==> src/rtl/zbus_ser.sv <==
// zbus serializer: one wide word in, 1..SN narrow beats out.
// zo_lst frames the word; zi_ack reloads on the last beat so words run back to back.
module zbus_ser #(
  parameter int BW  = 8,
  parameter int SN  = 4,
  parameter int SNL = $clog2(SN),
  parameter int ORD = 0
) (
  input  logic             clk,
  input  logic             rst,
  input  logic             zi_vld,
  input  logic [SN*BW-1:0] zi_bus,
  input  logic [SNL-1:0]   zi_len,
  output logic             zi_ack,
  output logic             zo_vld,
  output logic [BW-1:0]    zo_bus,
  output logic             zo_lst,
  output logic [SNL-1:0]   zo_cnt,
  input  logic             zo_ack
);

  typedef enum logic {
    IDLE = 1'b0,
    SEND = 1'b1
  } state_t;

  state_t             state_q;
  logic [SN*BW-1:0]   data_q;
  logic [SNL-1:0]     len_q;
  logic [SNL-1:0]     cnt_q;
  logic               busy;
  logic               zi_trn;
  logic               zo_trn;
  logic [SNL-1:0]     sel;
  logic [BW-1:0]      slc [SN];

  assign busy   = (state_q == SEND);
  assign zo_vld = busy;
  assign zo_cnt = cnt_q;
  assign zo_lst = busy & (cnt_q == len_q);
  assign zo_trn = zo_vld & zo_ack;
  assign zi_ack = ~rst & (~busy | (zo_trn & zo_lst));
  assign zi_trn = zi_vld & zi_ack;

  for (genvar g = 0; g < SN; g++) begin : g_slc
    assign slc[g] = data_q[g*BW +: BW];
  end

  // MSB-first walks down from the top used slice, so slice 0 is always last
  assign sel    = (ORD != 0) ? (len_q - cnt_q) : cnt_q;
  assign zo_bus = slc[sel];

  always_ff @(posedge clk) begin
    if (rst) begin
      state_q <= IDLE;
      data_q  <= '0;
      len_q   <= '0;
      cnt_q   <= '0;
    end else if (zi_trn) begin
      state_q <= SEND;
      data_q  <= zi_bus;
      len_q   <= zi_len;
      cnt_q   <= '0;
    end else if (zo_trn) begin
      if (zo_lst) begin
        state_q <= IDLE;
        cnt_q   <= '0;
      end else begin
        cnt_q   <= cnt_q + 1'b1;
      end
    end
  end

endmodule
==> config.mk <==
export PLATFORM = sky130hd
export DESIGN_NAME = zbus_ser
export DESIGN_NICKNAME = d
export VERILOG_FILES = /design/src/rtl/zbus_ser.sv
export SDC_FILE = /design/constraint.sdc
export NUM_CORES = 1
export LEC_CHECK = 0
export ABC_AREA = 1
export CAP_MARGIN = 25
export CORE_MARGIN = 3
export CORE_UTILIZATION = 46
export CTS_CLUSTER_SIZE = 12
export DETAILED_ROUTE_END_ITERATION = 12
export PLACE_DENSITY = 0.79
export SYNTH_ARGS = -nofsm -noshare
export SYNTH_HDL_FRONTEND = slang
export SYNTH_SLANG_ARGS = --single-unit
==> constraint.sdc <==
create_clock -name clk -period 1.8 [get_ports clk]
set_input_delay 0.36 -clock clk [delete_from_list [all_inputs] [get_ports clk]]
set_output_delay 0.36 -clock clk [all_outputs]
set_load 0.02 [all_outputs]
==> results list <==
- Data arrival time of the critical path: 1410 ps
- Entering global routing, the biggest net connects 36 pins.
* Cells on worst reg2reg path: 8
- Largest family of logic cells by synthesized area: simple AND/OR/NAND/NOR gates
- The H-tree generated during clock tree synthesis spans 2 levels.
- The die covers 4420 µm².
- Most used cells in the layout excluding fill and tap cells: 69 x sky130_fd_sc_hd__nand3_1, 37 x sky130_fd_sc_hd__nand2_1, 37 x sky130_fd_sc_hd__clkdlybuf4s50_1, 35 x sky130_fd_sc_hd__dfxtp_1, 22 x sky130_fd_sc_hd__buf_4
* Pwr Total: 2020 µW
- STA puts the critical path data required time at 1440 ps.
- Together, buffers and inverters on the worst path number 2.
- Worst VDD drop: 0.000536 V
- Wire length after detailed routing: 4340 µm
- In the routed design, unresolved DRC markers number 0.
- For the final database, setup skew stands at 6.51 ps.
- Of the total power, the clock network draws 35.0%.
- Each instance of the synthesized netlist takes up on average 7.64 µm².
- Total standard cell area after synthesis: 1680 µm²
- Count of cell instances traversed by the critical path: 5
- Worst hold path startpoint: data_q[2]$_SDFFE_PP0P_
* Number of vias in the routed layout: 1688
- At the pin with the least slew margin, the transition time is 330 ps.
* Critical-path cell with the highest stage delay: sky130_fd_sc_hd__dfxtp_2
- Dividing the final minimum period by the clock period gives 98.1%.
- The synthesized netlist devotes 0% of its cell area to adder and majority cells.
* Setup Slack @ Placement: -299 ps
- Endpoint of the worst hold path: data_q[2]$_SDFFE_PP0P_
- Number of nets in the layout: 319
* HPWL reported at the end of detailed placement: 3080 µm
* Final setup violation count: 0
- Reg-to-reg startpoint: zo_cnt[0]$_SDFFE_PP0P_
- For the worst-skew pair, the clock arrives at the later sink with an insertion delay of 340 ps.
- Height of the chip: 66.5 µm
- The signal on the critical path passes through buf_4 > xnor2_4 > nand3_2 > a21oi_4 > buf_6.
- Crit path max-delay family: flip-flops
- Leakage power summed over all cells: 0.00110 µW
- Simple logic cell fraction of the synthesized area: 36.5%
* Compound-gate portion of the synthesized area: 9.75%
- Hold/Removal Path Class: reg2reg
* Number of warnings reported in the yosys synthesis log: 0
* Die W: 66.5 µm
- Register-to-register path setup slack: 120 ps
* Critical path peak fanout: 3
* Boundary pin count: 51
- Clock slew at the register clock pins of the worst setup and hold paths: 110 ps
- The worst setup path is launched from a flip-flop.
- Counting along the longest clock path gives a buffer depth of 2.
* Summed area of non-filler cells in the final layout: 2400 µm²
* Detailed Routing Iterations Pass 1: 4
- On the worst path, the slowest cell contributes a delay of 350 ps.
* Weighted congestion at the end of routability-driven global placement: 0.834
* XOR/XNOR Fraction of Synth Area: 2.16%
* Number of cells in the finished layout apart from fillers: 328
- Number of buffers inserted during clock tree synthesis: 5
* Via-to-Cell Ratio: 5.15
- Part of the Yosys area used for sequential elements: 44.0%
* Crit path kind: reg2out
- The number of antenna diodes in the final layout is 0.
* Final antenna-violating net count: 0
* Category of the worst setup path capture point: primary output
- Number of DRC violations after detailed-routing iteration 0: 87
- Final worst setup slack: 34.9 ps
- After filler insertion, the fill cell instance count of the layout stands at 297.
- Once placement completed, the tool counted placed cells totaling 318.
- Buffers inserted to repair hold after CTS numbered 0.
- Nets in the synthesized netlist: 258
* Placed inst area: 2290 µm²
* Highest attainable clock frequency: 0.567 GHz
* Global Route Usage Sum: 20.8%
- In this run the power density over the cells is 844 nW/µm².
- Cell Int Power: 1510 µW
- Across the run, the number of max-cap violations was 0.
* CTS tree: yes
* Cell depth of the worst hold path: 2
* Global-route wire length before repair: 7010 µm
- Layout cells sized above 1: 18.8%
* Site Rows: 21
* Outcome: finished clean
- Grt ovf: 0
- Setup repair after global routing could not meet its margin everywhere.
* Min Tclk post-route: 1770 ps
* Switching power share of the total: 25.4%
* Hold Violations, Final: 0
* Unique cell type count in the Yosys netlist: 25
* Effective utilization at floorplan: 49.2%
* Post-Syn Instances: 220
* Most common cell after layout, fill and taps aside: sky130_fd_sc_hd__nand3_1
- Number of global-route vias before repair: 1580
- Slew Limit Fails: 0
- Summed over all nets, the switching power comes to 514 µW.
- Fraction of power consumed by sequential logic: 45.2%
- Area overhead of the layout relative to synthesis: 42.6%
- Combinational cell fraction of total power: 19.8%
- The initial antenna violation count was 0.
- Counting every sink on the clock net gives 37.
- The worst register-to-register path ends at data_q[13]$_SDFFE_PP0P_.
- Core area: 3420 µm²
- Headroom to the max-slew limit came out at 78.0%.
- Root cell of the clock tree: sky130_fd_sc_hd__clkbuf_4
* Routed wire length per instance: 13.2 µm
* Multiplexer fraction of the synthesized cell area: 0%
* Count of state elements after synthesis: 37
- Quantity of I/O buffers inserted on ports: 50
[cell usage after synthesis]
library cell | n | share of area (%)
sky130_fd_sc_hd__dfxtp_1 | 37 | 44
sky130_fd_sc_hd__buf_6 | 4 | 2.7
sky130_fd_sc_hd__inv_1 | 2 | 0.45
sky130_fd_sc_hd__buf_2 | 5 | 1.5
sky130_fd_sc_hd__buf_4 | 1 | 0.45
sky130_fd_sc_hd__a21oi_4 | 1 | 0.97
sky130_fd_sc_hd__nor2_2 | 1 | 0.37
sky130_fd_sc_hd__clkbuf_1 | 3 | 0.67
sky130_fd_sc_hd__inv_2 | 1 | 0.22
sky130_fd_sc_hd__clkbuf_4 | 1 | 0.45
sky130_fd_sc_hd__a21oi_1 | 1 | 0.30
sky130_fd_sc_hd__buf_1 | 3 | 0.67
sky130_fd_sc_hd__o22ai_1 | 8 | 3.0
sky130_fd_sc_hd__o211ai_1 | 1 | 0.45
sky130_fd_sc_hd__nand2_1 | 38 | 8.5
sky130_fd_sc_hd__o21ai_0 | 17 | 5.1
sky130_fd_sc_hd__nand3_1 | 69 | 21
sky130_fd_sc_hd__and2_2 | 1 | 0.45
sky130_fd_sc_hd__xnor2_4 | 1 | 1.6
sky130_fd_sc_hd__nor2_1 | 19 | 4.2
sky130_fd_sc_hd__inv_6 | 1 | 0.52
sky130_fd_sc_hd__nand3_2 | 1 | 0.60
sky130_fd_sc_hd__nand2_2 | 2 | 0.74
sky130_fd_sc_hd__xor2_1 | 1 | 0.52
sky130_fd_sc_hd__nand3_4 | 1 | 1.0
[worst reg2reg max path, cell delays in order (launching register included)]
cell	delay [ps]
sky130_fd_sc_hd__dfxtp_2	350
sky130_fd_sc_hd__buf_4	160
sky130_fd_sc_hd__xnor2_4	140
sky130_fd_sc_hd__nand3_2	110
sky130_fd_sc_hd__a21oi_4	180
sky130_fd_sc_hd__buf_4	120
sky130_fd_sc_hd__buf_4	300
sky130_fd_sc_hd__nand3_1	180
sky130_fd_sc_hd__nand2_1	100
[power by group through the flow]
stage / logic [µW] / registers, µW / clock network (µW)
after global routing: 439 / 921 / 749
after global placement: 404 / 930 / 0
after CTS: 384 / 914 / 715
after floorplan: 212 / 927 / 0
after detailed placement: 409 / 931 / 0
final: 401 / 915 / 707
[stage by stage]
| stage | util (%) | TNS [ps] | hold WS, ps |
|---|---|---|---|
| CTS | 68.6 | -17.5 | 473 |
| global route | 70.2 | -34.8 | 489 |
| global placement | 67.0 | -538 | 449 |
| floorplan | - | 0 | 429 |
| detailed placement | 67.0 | -629 | 456 |
| finish | 70.2 | 0 | 472 |
[registers in the layout, summed over array words and instances, names as in the netlist]
name,flops
len_q,2
zo_cnt,2
zo_vld,1
data_q,32
[worst max-delay path by stage]
stage	startpoint	end	slack, ps
after floorplan	zo_cnt[0]$_SDFFE_PP0P_	zo_bus[0]	40
after global placement	zo_ack	zi_ack	-270
after detailed placement	zo_ack	zi_ack	-300
after CTS	zo_cnt[0]$_SDFFE_PP0P_	zi_ack	-20
after global routing	zo_cnt[0]$_SDFFE_PP0P_	zi_ack	-30
final	zo_cnt[0]$_SDFFE_PP0P_	zi_ack	30
[final cells by class]
cell class | instances | area, µm² | share of cell area [%]
Clock buffer | 5 | 37.5 | 1.57
Clock inverter | 3 | 65.1 | 2.71
Inverter | 4 | 20.0 | 0.835
Multi-Input combinational cell | 162 | 831 | 34.7
Sequential cell | 37 | 746 | 31.1
Tap cell | 46 | 57.6 | 2.40
Timing Repair Buffer | 71 | 641 | 26.7
[cells by family (layout without fill, tap and decap cells)]
group / Yosys count / count (layout)
flip-flops: 37 / 37
AO/OA/AOI/OAI: 28 / 28
XOR/XNOR: 2 / 2
buffers and inverters: 21 / 83
AND/OR/NAND/NOR: 132 / 132
[repair_timing]
| action | 4_1_cts | 5_1_grt |
|---|---|---|
| buffers inserted | 0 | 2 |
| pin swaps | 0 | 5 |
| endpoints found under the setup margin | 13 | 5 |
| resized for setup | 49 | 15 |
[layer usage]
| layer | GRT usage, % | up-vias | wire [µm] |
|---|---|---|---|
| li1 | - | 879 | - |
| met1 | 24.2 | 761 | 1860 |
| met2 | 37.1 | 40 | 2200 |
| met3 | 4.22 | 8 | 198 |
| met4 | 8.12 | 0 | 75 |
| met5 | 0 | - | 0 |
(Power assumes the default switching activity.)
